**src/rtl/commit_wd_pkg.sv**
```systemverilog
// commit_wd_pkg
//   Shared types and helpers for the commit watchdog.
//   - wd_state_e : watchdog state encoding, also driven out on o_state
//   - is_terminal: true for the three sticky end-of-run states
package commit_wd_pkg;

  localparam int WD_STATE_W = 3;

  typedef enum logic [WD_STATE_W-1:0] {
    WD_IDLE    = 3'd0,
    WD_RUN     = 3'd1,
    WD_HALT    = 3'd2,
    WD_HUNG    = 3'd3,
    WD_TIMEOUT = 3'd4
  } wd_state_e;

  function automatic logic is_terminal(input wd_state_e s);
    return (s == WD_HALT) || (s == WD_HUNG) || (s == WD_TIMEOUT);
  endfunction

endpackage

```
**src/rtl/pc_hist_ring.sv**
```systemverilog
// pc_hist_ring
//   Ring buffer of the most recent retired PCs. Every write lands at the
//   write pointer and advances it, overwriting the oldest entry on wrap.
//   Reads are combinational and relative to the newest entry.
// Ports
//   clk   in  1               clock
//   rst   in  1               synchronous reset, active-high; clears all entries
//   we    in  1               write enable (one retire)
//   wdata in  W               PC to store
//   ridx  in  $clog2(DEPTH)   read index, 0 = most recent write
//   rdata out W               entry written ridx writes ago (0 if never written)
module pc_hist_ring #(
  parameter int DEPTH = 8,
  parameter int W     = 32
) (
  input  logic                     clk,
  input  logic                     rst,
  input  logic                     we,
  input  logic [W-1:0]             wdata,
  input  logic [$clog2(DEPTH)-1:0] ridx,
  output logic [W-1:0]             rdata
);

  localparam int IDX_W = $clog2(DEPTH);

  logic [W-1:0]     mem [DEPTH];
  logic [IDX_W-1:0] wptr;
  logic [IDX_W-1:0] rptr;

  // Storage is cleared on reset so entries not yet written read back as 0.
  always_ff @(posedge clk) begin
    if (rst) begin
      for (int i = 0; i < DEPTH; i++) begin
        mem[i] <= '0;
      end
      wptr <= '0;
    end else if (we) begin
      mem[wptr] <= wdata;
      wptr      <= wptr + IDX_W'(1);
    end
  end

  // DEPTH is a power of two, so pointer arithmetic wraps naturally.
  assign rptr  = wptr - IDX_W'(1) - ridx;
  assign rdata = mem[rptr];

endmodule

```
**src/rtl/commit_watchdog.sv**
```systemverilog
// commit_watchdog
//   Run monitor for the single-cycle core. Counts RUN cycles and retired
//   instructions, pulses o_report periodically and classifies the run as
//   HALT (self-loop), HUNG (no retires for TIMEOUT cycles) or TIMEOUT
//   (cycle budget spent). Terminal states are sticky until i_rst.
//   Optional feature macro: COMMIT_WD_HIST_EN adds a HIST_DEPTH-entry ring
//   of retired PCs readable through i_hist_idx/o_hist_pc; without it
//   o_hist_pc is tied to 0.
// Ports
//   i_clk         in   1      clock
//   i_rst         in   1      synchronous reset, active-high
//   i_enable      in   1      start monitoring (sampled only in IDLE)
//   i_insn_vld    in   1      one instruction retired this cycle
//   i_pc          in   PC_W   PC of retiring instruction
//   i_hist_idx    in   log2   history read index, 0 = most recent retire
//   o_state       out  3      current wd_state_e
//   o_done        out  1      state is HALT, HUNG or TIMEOUT
//   o_pass        out  1      state is HALT
//   o_report      out  1      one-cycle periodic report pulse
//   o_cycle_cnt   out  CNT_W  RUN cycles elapsed
//   o_retire_cnt  out  CNT_W  instructions retired in RUN
//   o_last_pc     out  PC_W   PC of most recent retire
//   o_hist_pc     out  PC_W   history entry at i_hist_idx
module commit_watchdog
  import commit_wd_pkg::*;
#(
  parameter int CNT_W         = 32,
  parameter int PC_W          = 32,
  parameter int TIMEOUT       = 64,
  parameter int LOOP_N        = 4,
  parameter int MAX_CYCLES    = 2000,
  parameter int REPORT_PERIOD = 100,
  parameter int HIST_DEPTH    = 8
) (
  input  logic                          i_clk,
  input  logic                          i_rst,
  input  logic                          i_enable,
  input  logic                          i_insn_vld,
  input  logic [PC_W-1:0]               i_pc,
  input  logic [$clog2(HIST_DEPTH)-1:0] i_hist_idx,
  output logic [WD_STATE_W-1:0]         o_state,
  output logic                          o_done,
  output logic                          o_pass,
  output logic                          o_report,
  output logic [CNT_W-1:0]              o_cycle_cnt,
  output logic [CNT_W-1:0]              o_retire_cnt,
  output logic [PC_W-1:0]               o_last_pc,
  output logic [PC_W-1:0]               o_hist_pc
);

  localparam logic [CNT_W-1:0] CNT_MAX      = '1;
  localparam logic [CNT_W-1:0] IDLE_LAST    = CNT_W'(TIMEOUT - 1);
  localparam logic [CNT_W-1:0] REP_LAST     = CNT_W'(LOOP_N - 2);
  localparam logic [CNT_W-1:0] CYCLE_LAST   = CNT_W'(MAX_CYCLES - 1);
  localparam int               PER_W        = (REPORT_PERIOD > 1) ? $clog2(REPORT_PERIOD) : 1;
  localparam int               PER_LAST_I   = (REPORT_PERIOD > 0) ? REPORT_PERIOD - 1 : 0;
  localparam logic [PER_W-1:0] PER_LAST     = PER_W'(PER_LAST_I);

  wd_state_e        state_q;
  wd_state_e        state_d;
  logic [CNT_W-1:0] cycle_cnt;
  logic [CNT_W-1:0] retire_cnt;
  logic [CNT_W-1:0] idle_cnt;
  logic [CNT_W-1:0] rep_cnt;
  logic [PC_W-1:0]  last_pc;
  logic [PER_W-1:0] per_cnt;
  logic             report_r;
  logic             same_pc;
  logic             halt_hit;
  logic             hung_hit;
  logic             timeout_hit;
  logic             hist_we;

  function automatic logic [CNT_W-1:0] sat_inc(input logic [CNT_W-1:0] v);
    return (v == CNT_MAX) ? v : v + CNT_W'(1);
  endfunction

  // Terminal conditions look only at pre-edge counter values, so they line
  // up with the counter updates committed at the same edge.
  assign same_pc     = i_insn_vld && (retire_cnt != '0) && (i_pc == last_pc);
  assign halt_hit    = same_pc && (rep_cnt == REP_LAST);
  assign hung_hit    = !i_insn_vld && (idle_cnt == IDLE_LAST);
  assign timeout_hit = (cycle_cnt == CYCLE_LAST);
  assign hist_we     = (state_q == WD_RUN) && i_insn_vld;

  // State register.
  always_ff @(posedge i_clk) begin
    if (i_rst) begin
      state_q <= WD_IDLE;
    end else begin
      state_q <= state_d;
    end
  end

  // Next-state logic; on coincidence HALT beats HUNG beats TIMEOUT.
  always_comb begin
    state_d = state_q;
    case (state_q)
      WD_IDLE: begin
        if (i_enable) state_d = WD_RUN;
      end
      WD_RUN: begin
        if (halt_hit)         state_d = WD_HALT;
        else if (hung_hit)    state_d = WD_HUNG;
        else if (timeout_hit) state_d = WD_TIMEOUT;
      end
      default: state_d = state_q;
    endcase
  end

  // Status outputs decoded straight from the state register.
  always_comb begin
    o_state = state_q;
    o_done  = is_terminal(state_q);
    o_pass  = (state_q == WD_HALT);
  end

  // Counters only move in RUN, including the edge that enters a terminal
  // state. The report pulse comes from a period counter that tracks
  // cycle_cnt modulo REPORT_PERIOD, avoiding a divider.
  always_ff @(posedge i_clk) begin
    if (i_rst) begin
      cycle_cnt  <= '0;
      retire_cnt <= '0;
      idle_cnt   <= '0;
      rep_cnt    <= '0;
      last_pc    <= '0;
      per_cnt    <= '0;
      report_r   <= 1'b0;
    end else if (state_q == WD_RUN) begin
      cycle_cnt <= sat_inc(cycle_cnt);
      if (i_insn_vld) begin
        retire_cnt <= sat_inc(retire_cnt);
        last_pc    <= i_pc;
        idle_cnt   <= '0;
        rep_cnt    <= same_pc ? sat_inc(rep_cnt) : '0;
      end else begin
        idle_cnt <= sat_inc(idle_cnt);
      end
      if ((REPORT_PERIOD != 0) && (per_cnt == PER_LAST)) begin
        per_cnt  <= '0;
        report_r <= 1'b1;
      end else begin
        per_cnt  <= per_cnt + PER_W'(1);
        report_r <= 1'b0;
      end
    end else begin
      report_r <= 1'b0;
    end
  end

  assign o_report     = report_r;
  assign o_cycle_cnt  = cycle_cnt;
  assign o_retire_cnt = retire_cnt;
  assign o_last_pc    = last_pc;

`ifdef COMMIT_WD_HIST_EN
  pc_hist_ring #(
    .DEPTH (HIST_DEPTH),
    .W     (PC_W)
  ) u_hist (
    .clk   (i_clk),
    .rst   (i_rst),
    .we    (hist_we),
    .wdata (i_pc),
    .ridx  (i_hist_idx),
    .rdata (o_hist_pc)
  );
`else
  logic unused_hist;
  assign unused_hist = ^{i_hist_idx, hist_we};
  assign o_hist_pc   = '0;
`endif

endmodule

```
**config.mk**
```make
export PLATFORM = sky130hd
export DESIGN_NAME = commit_watchdog
export DESIGN_NICKNAME = d
export VERILOG_FILES = /design/src/rtl/commit_wd_pkg.sv /design/src/rtl/pc_hist_ring.sv /design/src/rtl/commit_watchdog.sv
export SDC_FILE = /design/constraint.sdc
export NUM_CORES = 1
export LEC_CHECK = 0
export CORE_UTILIZATION = 35
export DETAILED_ROUTE_END_ITERATION = 8
export GPL_ROUTABILITY_DRIVEN = 0
export PLACE_DENSITY_LB_ADDON = 0.2
export SLEW_MARGIN = 20
export SYNTH_ARGS = -nofsm -noshare
export SYNTH_HDL_FRONTEND = slang
export SYNTH_SLANG_ARGS = --single-unit
```
**constraint.sdc**
```tcl
create_clock -name i_clk -period 2.4 [get_ports i_clk]
set_input_delay 0.36 -clock i_clk [delete_from_list [all_inputs] [get_ports i_clk]]
set_output_delay 0.36 -clock i_clk [all_outputs]
set_load 0.05 [all_outputs]
```
==> results of run 1 <==
-- Yosys cell counts (3+ instances only) --
| cell | instances | area (um2) |
|---|---|---|
| clkbuf_1 | 39 | 146 |
| nand2b_1 | 5 | 31.3 |
| or3_1 | 43 | 269 |
| dfxtp_1 | 171 | 3420 |
| or2_2 | 4 | 25.0 |
| nor2_1 | 93 | 349 |
| or4_1 | 26 | 195 |
| buf_4 | 33 | 248 |
| nand2_1 | 123 | 462 |
| o31ai_1 | 17 | 128 |
| and2_1 | 9 | 56.3 |
| buf_6 | 5 | 56.3 |
| and3_1 | 18 | 113 |
| nand4_1 | 52 | 325 |
| nor2b_1 | 5 | 31.3 |
| xor2_1 | 41 | 359 |
| nor4b_1 | 7 | 61.3 |
| o211ai_1 | 9 | 67.6 |
| nor4_1 | 44 | 275 |
| nor3_1 | 38 | 190 |
| buf_1 | 3 | 11.3 |
| inv_1 | 18 | 67.6 |
| mux2i_1 | 3 | 30.0 |
| nor4bb_1 | 3 | 30.0 |
| a211oi_1 | 5 | 37.5 |
| o21ai_1 | 14 | 70.1 |
| o2111ai_1 | 7 | 61.3 |
| buf_2 | 7 | 35.0 |
| xnor2_1 | 44 | 385 |
| nand3_1 | 48 | 240 |
| o21ai_0 | 35 | 175 |
| and4_1 | 13 | 114 |
| ha_1 | 7 | 87.6 |
| mux2_1 | 5 | 56.3 |
| a21oi_1 | 102 | 510 |
-- critical path: cells and delay by family (launching register included) --
kind | cells | cell delay, ps
AOI/OAI and AO/OA | 2 | 390
adders and majority gates | 1 | 120
buffers and inverters | 3 | 380
DFF | 1 | 320
and+or+nand+nor | 4 | 1060
-- state kept, by name (all words and copies together), names as in the netlist --
name          count
o_state           3
per_cnt           7
o_report          1
o_retire_cnt     32
rep_cnt          32
o_cycle_cnt      32
o_last_pc        32
idle_cnt         32
-- cell usage in the layout, fill, tap and decap left out, types with 13 or more instances in the layout --
master / count
o21ai_0: 35
xnor2_1: 44
buf_4: 110
nor3_1: 38
dfxtp_2: 14
o31ai_1: 15
clkbuf_16: 19
clkdlybuf4s50_1: 135
nand3_1: 48
or3_1: 41
nand4_1: 52
and4_1: 13
and3_1: 18
xor2_1: 41
nor4_1: 37
nor2_1: 93
conb_1: 32
inv_1: 16
nand2_1: 123
dfxtp_1: 157
a21oi_1: 90
or4_1: 17
o21ai_1: 14
-- cell type report --
cell class / count / share of cell area
clock buffer: 20 / 0.0376
clock inverter: 12 / 0.00926
sequential: 171 / 0.283
inverter: 18 / 0.00556
timing repair buffer: 254 / 0.192
multi-input combinational: 880 / 0.439
tap: 330 / 0.0340
-- cell families (layout without fill, tap and decap cells) --
logic type               count (synthesis)  after routing  share of synthesized area
XOR/XNOR                                85             85                     0.0826
other                                    1             32                   0.000416
adder cells (fa/ha/maj)                  7              7                    0.00972
multiplexers                             8              8                    0.00958
flip-flops                             171            171                      0.380
AND/OR/NAND/NOR                        547            547                      0.326
AO/OA/AOI/OAI                          201            201                      0.129
buffers and inverters                  105            304                     0.0626
-- per-layer routing --
metal,share of wire,vias to the layer above,GRT usage
li1,-,4463,-
met4,0.015,0,0.0587
met2,0.47,211,0.327
met5,0,-,0
met3,0.056,29,0.0463
met1,0.46,4196,0.263
-- worst max-delay path by stage --
| stage | from | to | cells past startpoint |
|---|---|---|---|
| CTS | o_retire_cnt[0] | rep_cnt[20] | 10 |
| floorplan | o_retire_cnt[1] | o_retire_cnt[1] | 7 |
| detailed placement | i_pc[15] | rep_cnt[1] | 8 |
| finish | o_retire_cnt[0] | rep_cnt[9] | 10 |
| global route | o_retire_cnt[0] | rep_cnt[9] | 10 |
| global placement | i_pc[15] | rep_cnt[0] | 8 |
-- what timing repair did --
| action | 4_1_cts | 5_1_grt |
|---|---|---|
| hold buffers | 0 | 0 |
| setup buffers | 2 | 1 |
| cloned | 0 | 2 |
| hold endpoints to repair | 0 | 0 |
| gates resized for setup | 4 | 39 |
| pin swaps | 2 | 32 |
| endpoints found under the setup margin | 21 | 26 |
-- power by group through the flow --
| stage | sequential (uW) | combinational, uW | clock [uW] |
|---|---|---|---|
| floorplan | 3060 | 348 | 0 |
| global placement | 2970 | 640 | 0 |
| detailed placement | 2970 | 643 | 0 |
| CTS | 2900 | 652 | 2780 |
| global route | 2910 | 703 | 2880 |
| finish | 2900 | 658 | 2710 |
-- through the flow --
step	power, uW	setup TNS, ps	hold WS (ps)	instances
2_1_floorplan	3410	-3.72	454	1156
3_3_place_gp	3610	-9310	468	1648
3_5_place_dp	3610	-9760	474	1648
4_1_cts	6330	0	371	1682
5_1_grt	6490	-572	389	1685
6_report	6270	0	366	1685
==> metrics.yaml, run 1 <==
run_status:
  status: "completed"
critical_path:
  crit_chain: "inv_2, ha_4, nor4b_4, nand4_1, buf_6, o2111a_1, and4_4, buf_12, or4_1, a21oi_1"
  critPathArrivalTime_ps: 2690
  slowest_stage: "or4_1"
  crit_type: "reg2reg"
  reg2reg_slack_ps: 80
  crit_fanout: 9
  r2r-end: "rep_cnt[9]"
  worstPathRequired_ps: 2770
  reg2reg_depth: 10
  slowest_delay_ps: 500
  worstReg2RegStart: "o_retire_cnt[0]"
  start_kind: "flip-flop"
  end_kind: "flip-flop"
placement:
  dp_slack_ps: -370
  hpwl_um: 19100
  portBuffers: 137
  place_area_mm2: 0.0113
global_routing:
  antenna_found_initial: 0
  grt_usage: 0.201
  grt_pass1_vias: 8387
  grt_first_pass_wirelength_um: 42900
  grt_overflow: 0
  grt_max_degree: 109
power_and_ir_drop:
  switching_power_uw: 1690
  p_int_uw: 4580
  pwr-share-clk: 0.432
  power_density_mw_per_mm2: 516
  seq_power_share: 0.463
  swShare: 0.269
  power.share.combinational: 0.105
  ir_drop_mv: 0.361
  leakage_uw: 0.00424
sta:
  finalCritPeriodShare: 0.968
  max_slew_margin: 0.590
  worst_pin_slew_ps: 614
  layout_min_cycle_time_ps: 2320
  fin_ws_ps: 77.3
  rsz0062_at_grt: "yes"
  max_freq_ghz: 0.431
  fin_skew_ps: 15.5
  hold_violations: 0
  drv_slew: 0
  finalSetupViolations: 0
floorplan:
  fp.coreArea_mm2: 0.0253
  io_pins: 173
  die_w_um: 162
  fp.dieH_um: 162
  row_count: 58
  initial_core_util: 0.357
  die_area_mm2: 0.0264
clock_network:
  cts_tree: "yes"
  root_buffer: "clkbuf_16"
  htree_levels: 4
  cts.sinks: 171
  cts_buffer_depth: 2
  cts_made_buffers: 17
  clkTransAtPathRegs_ps: 70
  clock_latency_ps: 440
logic_synthesis:
  async_flop_share: 0
  ys_ff_latch: 171
  yosysUniqueCellTypes: 61
  synth_area_mm2: 0.00901
  ys_seq_area_frac: 0.380
  synthCells: 1125
  ys.flop_type: "dfxtp_1"
  synth_edf_count: 0
  ys_warn_count: 0
  syn_avg_cell_area_um2: 8.01
detailed_routing:
  wl_per_cell_um: 15.8
  wirelength_um: 26500
  drtIter0Drc: 510
  ant_nets: 0
  vias: 8899
  viasPerCell: 5.28
  drt-pass1-iter-count: 5
  drc_errors: 0
final_layout:
  fin_area_mm2: 0.0122
  area_growth_pct: 34.8
  fillers: 2516
  regArea_mm2: 0.00344
  drive_above_1_share: 0.162
  fin_util: 0.481
  nets: 1388
  multi_input_area_mm2: 0.00533
  antennaDiodeCount: 0
min_path:
  hold_path_depth: 3
  hp-start: "i_rst"
  min_to: "o_retire_cnt[13]"
  hold_class: "in2reg"
flow_run:
  max-cap-violations: 0
Power figures use the tool's default switching activity.
==> run 2, diff against run 1 <==
--- a/config.mk
+++ b/config.mk
@@ -5,7 +5,7 @@
 export SDC_FILE = /design/constraint.sdc
 export NUM_CORES = 1
 export LEC_CHECK = 0
-export CORE_UTILIZATION = 35
+export CORE_UTILIZATION = 53
 export DETAILED_ROUTE_END_ITERATION = 8
 export GPL_ROUTABILITY_DRIVEN = 0
 export PLACE_DENSITY_LB_ADDON = 0.2
==> run 2 against run 1 <==
The run now ends with negative setup slack left. Combinational power about the same. Global-route usage up 8.1 points. Flip-flop and latch count unchanged. Critical path depth fell by 2. Total power up 2.6%. Routed wire length fell by 3.2%. Largest cell class unchanged. Largest power group unchanged. Highest routed layer unchanged.
==> metrics.yaml, run 2 (same netlist as run 1, synthesis figures left out) <==
clock_network:
  clock_latency_ps: 430  # was 440 ps
  cts_buffer_depth: 2  # unchanged
  htree_levels: 4  # unchanged
  root_buffer: "clkbuf_16"  # unchanged
  clkTransAtPathRegs_ps: 60  # was 70 ps
  cts.sinks: 171  # unchanged
  cts_made_buffers: 17  # unchanged
  cts_tree: "yes"  # unchanged
power_and_ir_drop:
  ir_drop_mv: 0.503  # was 0.361 mV
  power_density_mw_per_mm2: 538  # was 516 mW/mm2
  power_uw: 6440  # was 6270 uW
  leakage_uw: 0.00421  # was 0.00424 uW
detailed_routing:
  viasPerCell: 5.82  # was 5.28
  ant_nets: 0  # unchanged
  vias: 9099  # was 8899
  drtIter0Drc: 581  # was 510
  wl_per_cell_um: 16.4  # was 15.8 um
  wirelength_um: 25700  # was 26500 um
  drc_errors: 0  # unchanged
  drt-pass1-iter-count: 6  # was 5
floorplan:
  die_area_mm2: 0.0175  # was 0.0264 mm2
  initial_core_util: 0.544  # was 0.357
  io_pins: 173  # unchanged
  fp.dieH_um: 132  # was 162 um
  die_w_um: 132  # was 162 um
  fp.coreArea_mm2: 0.0166  # was 0.0253 mm2
  row_count: 47  # was 58
placement:
  portBuffers: 137  # unchanged
  place_area_mm2: 0.0111  # was 0.0113 mm2
  dp_slack_ps: -258  # was -370 ps
  hpwl_um: 17600  # was 19100 um
global_routing:
  grt_overflow: 0  # unchanged
  grt_usage: 0.282  # was 0.201
  grt_pass1_vias: 8229  # was 8387
  antenna_found_initial: 0  # unchanged
  grt_first_pass_wirelength_um: 40400  # was 42900 um
  grt_max_degree: 109  # unchanged
critical_path:
  crit_family: "simple AND/OR/NAND/NOR gates"  # unchanged
  slowest_delay_ps: 370  # was 500 ps
  critPathArrivalTime_ps: 2760  # was 2690 ps
  critPathBufInv: 2  # was 3
  reg2reg_depth: 8  # was 10
  slowest_stage: "or3_1"  # was or4_1
  end_kind: "flip-flop"  # unchanged
  start_kind: "flip-flop"  # unchanged
  crit_chain: "nor4_1, nand4_1, o2111a_1, and4_4, buf_12, clkbuf_16, or3_1, a21oi_1"  # was inv_2, ha_4, nor4b_4, nand4_1, buf_6, o2111a_1, and4_4, buf_12, or4_1, a21oi_1
  worstReg2RegStart: "o_retire_cnt[8]"  # was o_retire_cnt[0]
  worstPathRequired_ps: 2760  # was 2770 ps
  crit_type: "reg2reg"  # unchanged
  crit_fanout: 18  # was 9
  reg2reg_slack_ps: -1  # was 80 ps
  r2r-end: "rep_cnt[3]"  # was rep_cnt[9]
sta:
  setup_tns_ps: -1.20  # was 0 ps
  max_freq_ghz: 0.416  # was 0.431 GHz
  finalSetupViolations: 1  # was 0
  layout_min_cycle_time_ps: 2400  # was 2320 ps
  rsz0062_at_grt: "yes"  # unchanged
  hold_violations: 0  # unchanged
  max_slew_margin: 0.529  # was 0.590
  worst_pin_slew_ps: 700  # was 614 ps
  holdWs_ps: 403  # was 366 ps
  fin_ws_ps: -1.20  # was 77.3 ps
  finalCritPeriodShare: 1.00  # was 0.968
  fin_skew_ps: 11.4  # was 15.5 ps
  drv_slew: 0  # unchanged
final_layout:
  regArea_mm2: 0.00344  # about the same
  fin_area_mm2: 0.0120  # was 0.0122 mm2
  multi_input_area_mm2: 0.00527  # was 0.00533 mm2
  layout_commonest_cell: "dfxtp_1"  # unchanged
  area_growth_pct: 32.7  # was 34.8%
  antennaDiodeCount: 0  # unchanged
  fillers: 1335  # was 2516
  drive_above_1_share: 0.143  # was 0.162
  nets: 1377  # was 1388
  layout_common_cells: "158 x dfxtp_1, 134 x clkdlybuf4s50_1, 123 x nand2_1, 97 x buf_4, 94 x a21oi_1"  # was 157 x dfxtp_1, 135 x clkdlybuf4s50_1, 123 x nand2_1, 110 x buf_4, 93 x nor2_1
run_status:
  failed_checks: "negative setup slack"
  status: "complete, but fails checks"  # was completed
min_path:
  min_to: "o_retire_cnt[13]"  # unchanged
  hold_class: "in2reg"  # unchanged
  hold_path_depth: 3  # unchanged
  hp-start: "i_rst"  # unchanged
flow_run:
  max-cap-violations: 0  # unchanged
## run 2: worst min-delay path, cell delays in order
cell	delay [ps]
buf_4	120
inv_1	160
o21a_1	150
## run 2: worst max-delay path by stage
stage                     cells past startpoint            start  slack [ps]               to
after floorplan                               7  o_retire_cnt[1]          -4  o_retire_cnt[1]
after global placement                        8         i_pc[15]        -220       rep_cnt[1]
after detailed placement                      8         i_pc[15]        -260       rep_cnt[0]
after CTS                                     9  o_retire_cnt[0]           3       rep_cnt[9]
after global routing                         10  o_retire_cnt[1]         -60      rep_cnt[17]
final                                         8  o_retire_cnt[8]          -1       rep_cnt[3]
## run 2: cell type report
cell class | instances | share of cell area
clock buffers | 22 | 0.0397
clock inverters | 10 | 0.0116
inverters | 18 | 0.00565
multi-input cells | 880 | 0.440
flip-flops and latches | 171 | 0.288
well taps | 220 | 0.0230
repair buffers | 243 | 0.192
## run 2: report_power, final
part           internal (uW)  leakage (uW)  switching, uW
Clock                   1720      0.000289           1160
Combinational            219       0.00254            436
Sequential              2870       0.00139           32.3
## run 2: what timing repair did
action | CTS | global route
resized for setup | 3 | 26
pin swaps | 5 | 20
hold buffers | 0 | 0
setup endpoints to repair | 11 | 24
setup buffers | 3 | 3
hold endpoints to repair | 0 | 0
cloned | 0 | 4
## run 2: per-stage QoR
| stage | util | instances |
|---|---|---|
| 2_1_floorplan | - | 1156 |
| 6_report | 0.721 | 1564 |
| 3_3_place_gp | 0.668 | 1522 |
| 4_1_cts | 0.707 | 1557 |
| 3_5_place_dp | 0.668 | 1522 |
| 5_1_grt | 0.721 | 1564 |
## run 2: metal layers
metal	up-vias	track usage	part of all wire
met1	4368	0.351	0.43
met5	-	0	0
met3	31	0.0625	0.055
met4	0	0.0734	0.013
li1	4430	-	-
met2	270	0.490	0.50
==> run 3, diff against run 2 <==
--- a/config.mk
+++ b/config.mk
@@ -5,10 +5,13 @@
 export SDC_FILE = /design/constraint.sdc
 export NUM_CORES = 1
 export LEC_CHECK = 0
-export CORE_UTILIZATION = 53
+export CELL_PAD_IN_SITES_DETAIL_PLACEMENT = 1
+export CELL_PAD_IN_SITES_GLOBAL_PLACEMENT = 1
+export CORE_UTILIZATION = 39
 export DETAILED_ROUTE_END_ITERATION = 8
 export GPL_ROUTABILITY_DRIVEN = 0
 export PLACE_DENSITY_LB_ADDON = 0.2
+export RECOVER_POWER = 100
 export SLEW_MARGIN = 20
 export SYNTH_ARGS = -nofsm -noshare
 export SYNTH_HDL_FRONTEND = slang
==> run 3 against run 2 <==
The flow now finishes without violations. Critical path depth is 1 higher. Worst setup slack gained 18 ps. Critical path type unchanged. Largest power group is now clock. Largest cell class unchanged. Die area up 35%.
==> metrics.yaml, run 3 (same netlist as run 1, synthesis figures left out) <==
run_status:
  status: "completed"  # was complete, but fails checks
critical_path:
  crit_type: "reg2reg"  # unchanged
  start_kind: "flip-flop"  # unchanged
  end_kind: "flip-flop"  # unchanged
  critPathArrivalTime_ps: 2760  # about the same
  crit_end: "rep_cnt[23]"  # was rep_cnt[3]
  crit_family: "simple AND/OR/NAND/NOR gates"  # unchanged
  reg2reg_slack_ps: 20  # was -1 ps
  cp.depth: 9  # was 8
  worstReg2RegStart: "o_retire_cnt[1]"  # was o_retire_cnt[8]
  slowest_delay_ps: 510  # was 370 ps
  reg2reg_depth: 9  # was 8
  critPathBufInv: 2  # unchanged
  slowest_stage: "or4_4"  # was or3_1
  cp-startpoint: "o_retire_cnt[1]"  # was o_retire_cnt[8]
  r2r-end: "rep_cnt[23]"  # was rep_cnt[3]
  crit_fanout: 8  # was 18
  worstPathRequired_ps: 2780  # was 2760 ps
  crit_chain: "inv_2, ha_4, nor4b_4, nand4_1, o2111a_1, and4_4, buf_12, or4_4, a21oi_2"  # was nor4_1, nand4_1, o2111a_1, and4_4, buf_12, clkbuf_16, or3_1, a21oi_1
floorplan:
  io_pins: 173  # unchanged
  fp.coreArea_mm2: 0.0226  # was 0.0166 mm2
  die_area_mm2: 0.0237  # was 0.0175 mm2
  die_w_um: 154  # was 132 um
  fp.dieH_um: 154  # was 132 um
  row_count: 55  # was 47
  initial_core_util: 0.398  # was 0.544
detailed_routing:
  viasPerCell: 5.68  # was 5.82
  vias: 9382  # was 9099
  drc_errors: 0  # unchanged
  wl_per_cell_um: 18.7  # was 16.4 um
  ant_nets: 0  # unchanged
  drtIter0Drc: 327  # was 581
  drt-pass1-iter-count: 5  # was 6
  wirelength_um: 30800  # was 25700 um
sta:
  finalCritPeriodShare: 0.993  # was 1.00
  finalSetupViolations: 0  # was 1
  drv_slew: 0  # unchanged
  worst_pin_slew_ps: 615  # was 700 ps
  setup_tns_ps: 0  # was -1.20 ps
  max_slew_margin: 0.589  # was 0.529
  max_freq_ghz: 0.420  # was 0.416 GHz
  fin_skew_ps: 8.68  # was 11.4 ps
  hold_violations: 0  # unchanged
  layout_min_cycle_time_ps: 2380  # was 2400 ps
  rsz0062_at_grt: "yes"  # unchanged
placement:
  hpwl_um: 21500  # was 17600 um
  place_area_mm2: 0.0113  # was 0.0111 mm2
  portBuffers: 137  # unchanged
power_and_ir_drop:
  leakage_uw: 0.00461  # was 0.00421 uW
  ir_drop_mv: 0.447  # was 0.503 mV
  power_density_mw_per_mm2: 555  # was 538 mW/mm2
global_routing:
  antenna_found_initial: 0  # unchanged
  grt_pass1_vias: 9524  # was 8229
  grt_first_pass_wirelength_um: 48700  # was 40400 um
  grt_overflow: 0  # unchanged
  grt_usage: 0.255  # was 0.282
  grt_max_degree: 109  # unchanged
clock_network:
  clkTransAtPathRegs_ps: 70  # was 60 ps
  cts_tree: "yes"  # unchanged
  htree_levels: 4  # unchanged
  clock_latency_ps: 450  # was 430 ps
  cts.sinks: 171  # unchanged
  cts_buffer_depth: 2  # unchanged
  cts_made_buffers: 17  # unchanged
  root_buffer: "clkbuf_16"  # unchanged
  ctsHoldBuffers: 0  # unchanged
min_path:
  hold_class: "in2reg"  # unchanged
final_layout:
  fin_area_mm2: 0.0122  # was 0.0120 mm2
  drive_above_1_share: 0.161  # was 0.143
  antennaDiodeCount: 0  # unchanged
  nets: 1399  # was 1377
  layout_common_cells: "155 x dfxtp_1, 123 x nand2_1, 100 x dlygate4sd3_1, 96 x buf_4, 93 x nor2_1"  # was 158 x dfxtp_1, 134 x clkdlybuf4s50_1, 123 x nand2_1, 97 x buf_4, 94 x a21oi_1
  area_growth_pct: 35.5  # was 32.7%
  layout_commonest_cell: "dfxtp_1"  # unchanged
  fillers: 2733  # was 1335
  regArea_mm2: 0.00344  # about the same
  multi_input_area_mm2: 0.00533  # was 0.00527 mm2
flow_run:
  max-cap-violations: 0  # unchanged
==> run 3: cell types whose count changed in the layout (fill, tap and decap cells not counted), moves of 5 or more <==
cell,change
a21oi_2,+6
or4_1,-5
clkbuf_2,+9
dlygate4sd3_1,+100
or4_4,+5
clkbuf_1,+13
clkdlybuf4s50_1,-100
a21oi_1,-6
==> run 3: how the worst min path moves through the flow <==
stage | start | end | slack (ps) | depth (start not counted)
2_1_floorplan | per_cnt[1] | per_cnt[1] | 450 | 2
3_3_place_gp | per_cnt[1] | per_cnt[1] | 470 | 2
3_5_place_dp | per_cnt[1] | per_cnt[1] | 470 | 2
4_1_cts | i_rst | o_retire_cnt[13] | 410 | 3
5_1_grt | i_rst | o_retire_cnt[13] | 420 | 3
6_report | i_rst | o_retire_cnt[13] | 430 | 3
==> run 3: final cells by class <==
cell class	count	area share
clock buffer	20	0.0382
clock inverter	12	0.0170
inverter	18	0.00553
multi-input combinational	880	0.436
sequential	171	0.282
tap	285	0.0292
timing repair buffer	265	0.192
==> run 3: what timing repair did <==
action / in CTS / in global routing
endpoints found under the hold margin: 0 / 0
gates resized for setup: 5 / 49
pin swaps: 5 / 28
endpoints found under the setup margin: 21 / 33
cloned: 0 / 3
buffers inserted: 1 / 9
==> run 3: worst reg2reg max path: stages (launching register included) <==
cell and delay, ps:
dfxtp_2 330, inv_2 70, ha_4 120, nor4b_4 190, nand4_1 250, o2111a_1 340, and4_4 210, buf_12 160
or4_4 510, a21oi_2 150
==> run 3: metal layers <==
| layer | GRT usage | part of all wire | vias up |
|---|---|---|---|
| met5 | 0 | 0 | - |
| met4 | 0.0929 | 0.021 | 0 |
| met3 | 0.0547 | 0.042 | 48 |
| met2 | 0.455 | 0.51 | 181 |
| met1 | 0.299 | 0.42 | 4669 |
| li1 | - | - | 4484 |
==> run 3: stage by stage <==
step                      total power, uW   util  setup WS (ps)  hold slack, ps  cells
final                                6780  0.540           16.4             431   1651
after global routing                 6980  0.540          -49.8             417   1651
after CTS                            6850  0.531          0.675             410   1639
after detailed placement             3620  0.499           -316             474   1606
after global placement               3610  0.499           -268             465   1606
after floorplan                      3410      -          -3.72             454   1156
==> run 3: report_power, final <==
group,switching [uW],total (uW),internal (uW)
clock network,1270,3220,1950
registers,31.3,2900,2870
logic,457,662,204
